$ cat config.mk
export PLATFORM = sky130hd
export DESIGN_NAME = countdown_timer_flat
export DESIGN_NICKNAME = d
export VERILOG_FILES = /design/src/rtl/countdown_timer_pkg.sv /design/src/rtl/countdown_timer_if.sv /design/src/rtl/countdown_timer_prescaler.sv /design/src/rtl/countdown_timer.sv /design/src/flat_wrapper.sv
export SDC_FILE = /design/constraint.sdc
export NUM_CORES = 1
export LEC_CHECK = 0
export ABC_AREA = 1
export CORE_UTILIZATION = 45
export CTS_CLUSTER_DIAMETER = 30
export DETAILED_ROUTE_END_ITERATION = 10
export GPL_ROUTABILITY_DRIVEN = 0
export HOLD_SLACK_MARGIN = 0.03
export MAX_ROUTING_LAYER = met4
export PLACE_DENSITY = 0.67
export SYNTH_ARGS = -nofsm -noshare
export SYNTH_HDL_FRONTEND = slang
export SYNTH_HIERARCHICAL = 1
export SYNTH_SLANG_ARGS = --single-unit
$ cat constraint.sdc
create_clock -name clk -period 2.6 [get_ports clk]
set_input_delay 0.65 -clock clk [delete_from_list [all_inputs] [get_ports clk]]
set_output_delay 0.65 -clock clk [all_outputs]
set_load 0.05 [all_outputs]
$ cat src/rtl/countdown_timer_pkg.sv
// Countdown timer shared definitions:
// register offsets and CTRL/STATUS bit indices.
package countdown_timer_pkg;

  typedef enum logic [1:0] {
    REG_CTRL   = 2'd0,
    REG_LOAD   = 2'd1,
    REG_COUNT  = 2'd2,
    REG_STATUS = 2'd3
  } reg_addr_e;

  localparam int CTRL_EN    = 0;
  localparam int CTRL_AR    = 1;
  localparam int CTRL_IE    = 2;
  localparam int STATUS_EXP = 0;

endpackage

$ cat src/rtl/countdown_timer_if.sv
// CPU register bus of the countdown timer:
// address, write data/strobe, read data and irq.
interface countdown_timer_if;

  logic [1:0]  A;
  logic [31:0] WD;
  logic        WE;
  logic [31:0] RD;
  logic        irq;

  modport master (
    output A, WD, WE,
    input  RD, irq
  );

  modport slave (
    input  A, WD, WE,
    output RD, irq
  );

endinterface

$ cat src/rtl/countdown_timer_prescaler.sv
// Prescaler for the countdown timer: one-cycle tick
// every F_DIV+1 enabled cycles, held at 0 when idle.
module timer_prescaler #(
  parameter int F_DIV = 50_000
) (
  input  logic clk,
  input  logic rst,
  input  logic en,
  output logic tick
);

  localparam int W =
    (F_DIV > 0) ? $clog2(F_DIV + 1) : 1;
  localparam logic [W-1:0] TERM = W'(F_DIV);

  logic [W-1:0] cnt;

  always_ff @(posedge clk or posedge rst) begin
    if (rst) begin
      cnt <= '0;
    end else if (!en || cnt == TERM) begin
      cnt <= '0;
    end else begin
      cnt <= cnt + W'(1);
    end
  end

  assign tick = en && (cnt == TERM);

endmodule

$ cat src/rtl/countdown_timer.sv
// Memory-mapped countdown timer with auto-reload.
// Define TIMER_IRQ_EN to enable CTRL.IE and irq.
module countdown_timer #(
  parameter int F_DIV = 50_000
) (
  input logic         clk,
  input logic         rst,
  countdown_timer_if.slave bus
);

  import countdown_timer_pkg::*;

  logic        en;
  logic        ar;
  logic        ie;
  logic [31:0] load_q;
  logic [31:0] count_q;
  logic        exp_q;
  logic        tick;
  logic        expire;
  logic        wr_ctrl;
  logic        wr_load;
  logic        wr_count;
  logic        wr_status;
  logic [31:0] rd;

  timer_prescaler #(
    .F_DIV(F_DIV)
  ) u_presc (
    .clk (clk),
    .rst (rst),
    .en  (en),
    .tick(tick)
  );

  assign wr_ctrl   = bus.WE && bus.A == REG_CTRL;
  assign wr_load   = bus.WE && bus.A == REG_LOAD;
  assign wr_count  = bus.WE && bus.A == REG_COUNT;
  assign wr_status = bus.WE && bus.A == REG_STATUS;
  assign expire    = tick && count_q == 32'd1;

  // CPU writes win over tick updates; expiry wins over W1C
  always_ff @(posedge clk or posedge rst) begin
    if (rst) begin
      en      <= 1'b0;
      ar      <= 1'b0;
      load_q  <= '0;
      count_q <= '0;
      exp_q   <= 1'b0;
    end else begin
      if (wr_ctrl) begin
        en <= bus.WD[CTRL_EN];
        ar <= bus.WD[CTRL_AR];
      end else if (expire && !ar) begin
        en <= 1'b0;
      end
      if (wr_load) begin
        load_q <= bus.WD;
      end
      if (wr_count) begin
        count_q <= bus.WD;
      end else if (expire) begin
        count_q <= ar ? load_q : '0;
      end else if (tick && count_q > 32'd1) begin
        count_q <= count_q - 32'd1;
      end
      if (expire) begin
        exp_q <= 1'b1;
      end else if (wr_status &&
                   bus.WD[STATUS_EXP]) begin
        exp_q <= 1'b0;
      end
    end
  end

`ifdef TIMER_IRQ_EN
  always_ff @(posedge clk or posedge rst) begin
    if (rst) begin
      ie <= 1'b0;
    end else if (wr_ctrl) begin
      ie <= bus.WD[CTRL_IE];
    end
  end
  assign bus.irq = exp_q & ie;
`else
  assign ie      = 1'b0;
  assign bus.irq = 1'b0;
`endif

  always_comb begin
    rd = '0;
    unique case (reg_addr_e'(bus.A))
      REG_CTRL:   rd = {29'd0, ie, ar, en};
      REG_LOAD:   rd = load_q;
      REG_COUNT:  rd = count_q;
      REG_STATUS: rd = {31'd0, exp_q};
    endcase
  end

  assign bus.RD = rd;

endmodule

$ cat src/flat_wrapper.sv
// flat-port wrapper written by rule: the top's interface ports become plain ports
module countdown_timer_flat import countdown_timer_pkg::*;
#(
  parameter int F_DIV = 50_000
)
  (clk, rst, bus_A, bus_WD, bus_WE, bus_RD, bus_irq);
  countdown_timer_if bus_i ();
  input logic clk;
  input logic rst;
  input wire logic [$bits(bus_i.A)-1:0] bus_A;
  input wire logic [$bits(bus_i.WD)-1:0] bus_WD;
  input wire logic [$bits(bus_i.WE)-1:0] bus_WE;
  output wire logic [$bits(bus_i.RD)-1:0] bus_RD;
  output wire logic [$bits(bus_i.irq)-1:0] bus_irq;
  assign bus_i.A = bus_A;
  assign bus_i.WD = bus_WD;
  assign bus_i.WE = bus_WE;
  assign bus_RD = bus_i.RD;
  assign bus_irq = bus_i.irq;
  countdown_timer #(.F_DIV(F_DIV)) u_core (.clk(clk), .rst(rst), .bus(bus_i));
endmodule
==> flow_metrics.tcl, run 1 <==
set metrics [dict create \
    status "finished clean" \
    syn_inst 906 \
    grt_pass1_vias 5816 \
    vias 5896 \
    synth_edf_count 0 \
    start_util 0.4605 \
    layout_common_cells "296 x nand2_1, 116 x nor2_1, 103 x inv_1" \
    viasPerCell 5.105 \
    layout-drive-gt1-share 0.1394 \
    cp-start-kind "input port" \
    crit_arrival_ns 1.71 \
    area.sequential_mm2 0.002077 \
    maxSlewViolCount 0 \
    fill_cells 1247 \
    path_class "input port to output port" \
    utilization 0.5826 \
    pwr-share-clk 0.281 \
    p_per_area_mw_per_mm2 688.6 \
    insertion_delay_ns 0.34 \
    cts.sinks 83 \
    worstMarginPinSlew_ns 0.6465 \
    p_seq_frac 0.351 \
    die_w_um 115.4 \
    leakagePower_nw 3.647 \
    whs_path_depth 1 \
    finalHoldViolations 0 \
    netlist-cell-type-count 36 \
    multi_input_area_mm2 0.003238 \
    fp.dieH_um 115.4 \
    sw_frac_of_total 0.3901 \
    placed_cells 1139 \
    cts_tree "done" \
    drc 0 \
    avgRoutedWirePerCell_um 14.72 \
    p_switching_w 0.001967 \
    vdd_drop_max_mv 0.5213 \
    wl_mm 17.01 \
    max_slew_margin 0.5686 \
    min_path_type "flop to flop" \
    reg2regPathDepth 16 \
    num_rows 41 \
    grt_max_degree 68 \
    cts_buffer_depth 2 \
    cap_violations 0 \
    synthArstFlopShare 1.000 \
    synth_seq_cells 83 \
    cts-hold-fix-buffers 0 \
    setup-violations-final 0 \
    dpl.hpwl_mm 12.22 \
    max_freq_mhz 424.2 \
    area_delta_synth_final_pct 26.50 \
    crit_path_max_fanout 14 \
    numCtsBuffers 9 \
    synth.avg_cell_area_um2 6.389 \
    diodes 0 \
    period_needed_ns 2.358 \
    overflow 0 \
    fin_cells 1155 \
    synth_ff_type "dfrtp_1" \
    nNetsFinal 1019 \
    synth-seq-area-share 0.3588 \
    p_int_w 0.003075 \
    synth_area_mm2 0.005788 \
    finalCritPeriodShare 0.9068 \
    comb_power_share 0.367 \
    ios 70 \
    path_clk_slew_ns 0.06 \
    syn-num-nets 947 \
    post_cts.repair.setup_buffers 0 \
    worst_ep_required_time_ns 1.95 \
    grt_pass1_wl_mm 28.96 \
    coreArea_mm2 0.01257 \
    end_kind "output port" \
    drtPass1Iterations 6 \
    port_buffers 68 \
    ys_warn_count 6 \
    grt_antenna_before_repair 0 \
    dieArea_mm2 0.01332 \
    root_buffer "clkbuf_16" \
    track_usage 0.2905 \
    final_common_cell "nand2_1" \
    drt_iter0_markers 333 \
    final_antenna_net_count 0 \
    clock_skew_ns 0.005772 \
    h-tree-depth 3 \
]
==> final cells by class <==
| cell class | count | share of cell area |
|---|---|---|
| repair buffers | 94 | 0.1427 |
| clock buffers | 12 | 0.03503 |
| inverters | 111 | 0.05707 |
| flip-flops and latches | 83 | 0.2837 |
| well taps | 172 | 0.02939 |
| clock inverters | 4 | 0.009911 |
| multi-input cells | 679 | 0.4422 |
==> cells by family after synthesis <==
kind of cell | after synthesis | synth area share
AO/OA/AOI/OAI | 93 | 0.08733
multiplexers | 2 | 0.003891
adder cells (fa/ha/maj) | 4 | 0.008647
flip-flops | 83 | 0.3588
AND/OR/NAND/NOR | 565 | 0.4166
other | 1 | 0.0006479
buffers and inverters | 144 | 0.1029
XOR/XNOR | 14 | 0.02119
==> repair_timing <==
item,CTS,global route
endpoints found under the hold margin,0,0
resized for setup,27,6
endpoints found under the setup margin,31,48
pin swaps,1,0
==> layer usage <==
metal  GRT usage  share of wire  vias to the layer above
li1            -              -                     2992
met1      0.3755           0.46                     2712
met2      0.4539           0.47                      164
met3     0.05073          0.054                       28
met4      0.1117          0.022                        0
met5           -              0                        -
==> critical path, stage by stage <==
cell and delay, ns:
dlygate4sd2_1 0.23, inv_2 0.06, nor2_4 0.13, inv_2 0.07, buf_8 0.15, o2111ai_1 0.18, buf_4 0.23
==> stage by stage <==
step	total power [W]	setup WS (ns)	TNS (ns)	instance area (um2)	hold slack, ns
finish	0.005042	0.2424	0	7322	0.4971
detailed placement	0.003585	-0.1286	-2.941	6849	0.4902
global route	0.005375	-0.01478	-0.02117	7322	0.5410
floorplan	0.002981	-0.2672	-2.393	5788	0.4517
global placement	0.003561	-0.1124	-2.540	6849	0.4842
CTS	0.005053	0.009091	0	7301	0.4983
==> registers in the layout (all words and copies together), names as in the netlist <==
name / cells
u_core/u_presc/cnt: 16
u_core/load_q: 32
u_core/ar: 1
u_core/en: 1
u_core/exp_q: 1
u_core/count_q: 32
==> power groups by stage <==
stage                     Combinational (W)  Sequential, W  Clock, W
after floorplan                     0.00127        0.00171         0
after global routing                0.00207        0.00180   0.00150
after global placement              0.00178        0.00178         0
final                               0.00185        0.00177   0.00142
after CTS                           0.00185        0.00176   0.00144
after detailed placement            0.00180        0.00178         0
==> synth_stat cells (12+ instances only) <==
master | count | area [um2]
xor2_1 | 12 | 105.1
nor2_2 | 19 | 118.9
nor2_1 | 118 | 442.9
nand3_1 | 100 | 500.5
inv_1 | 106 | 397.9
a21oi_1 | 36 | 180.2
clkbuf_1 | 15 | 56.30
nand2_1 | 298 | 1119
nand4_1 | 12 | 75.07
dfrtp_1 | 83 | 2077
o22ai_1 | 16 | 100.1
o21ai_0 | 36 | 180.2
==> worst paths after layout <==
kind | startpoint | end | slack (ns)
max | bus_A[1] | bus_RD[0] | 0.24
min | u_core/u_presc/cnt[0] | u_core/u_presc/cnt[0] | 0.50
max reg2reg | u_core/u_presc/cnt[0] | u_core/count_q[0] | 0.27
min reg2reg | u_core/u_presc/cnt[0] | u_core/u_presc/cnt[0] | 0.50
max in group asynchronous | rst | u_core/u_presc/cnt[0] | 1.44
min in group asynchronous | rst | u_core/load_q[0] | 0.72
(Power assumes the default switching activity.)
==> run 2: changes to the inputs <==
- CTS_CLUSTER_SIZE: not set -> 8
==> results of run 2 <==
Final layout, timing and power as in run 1 (identical DEF).
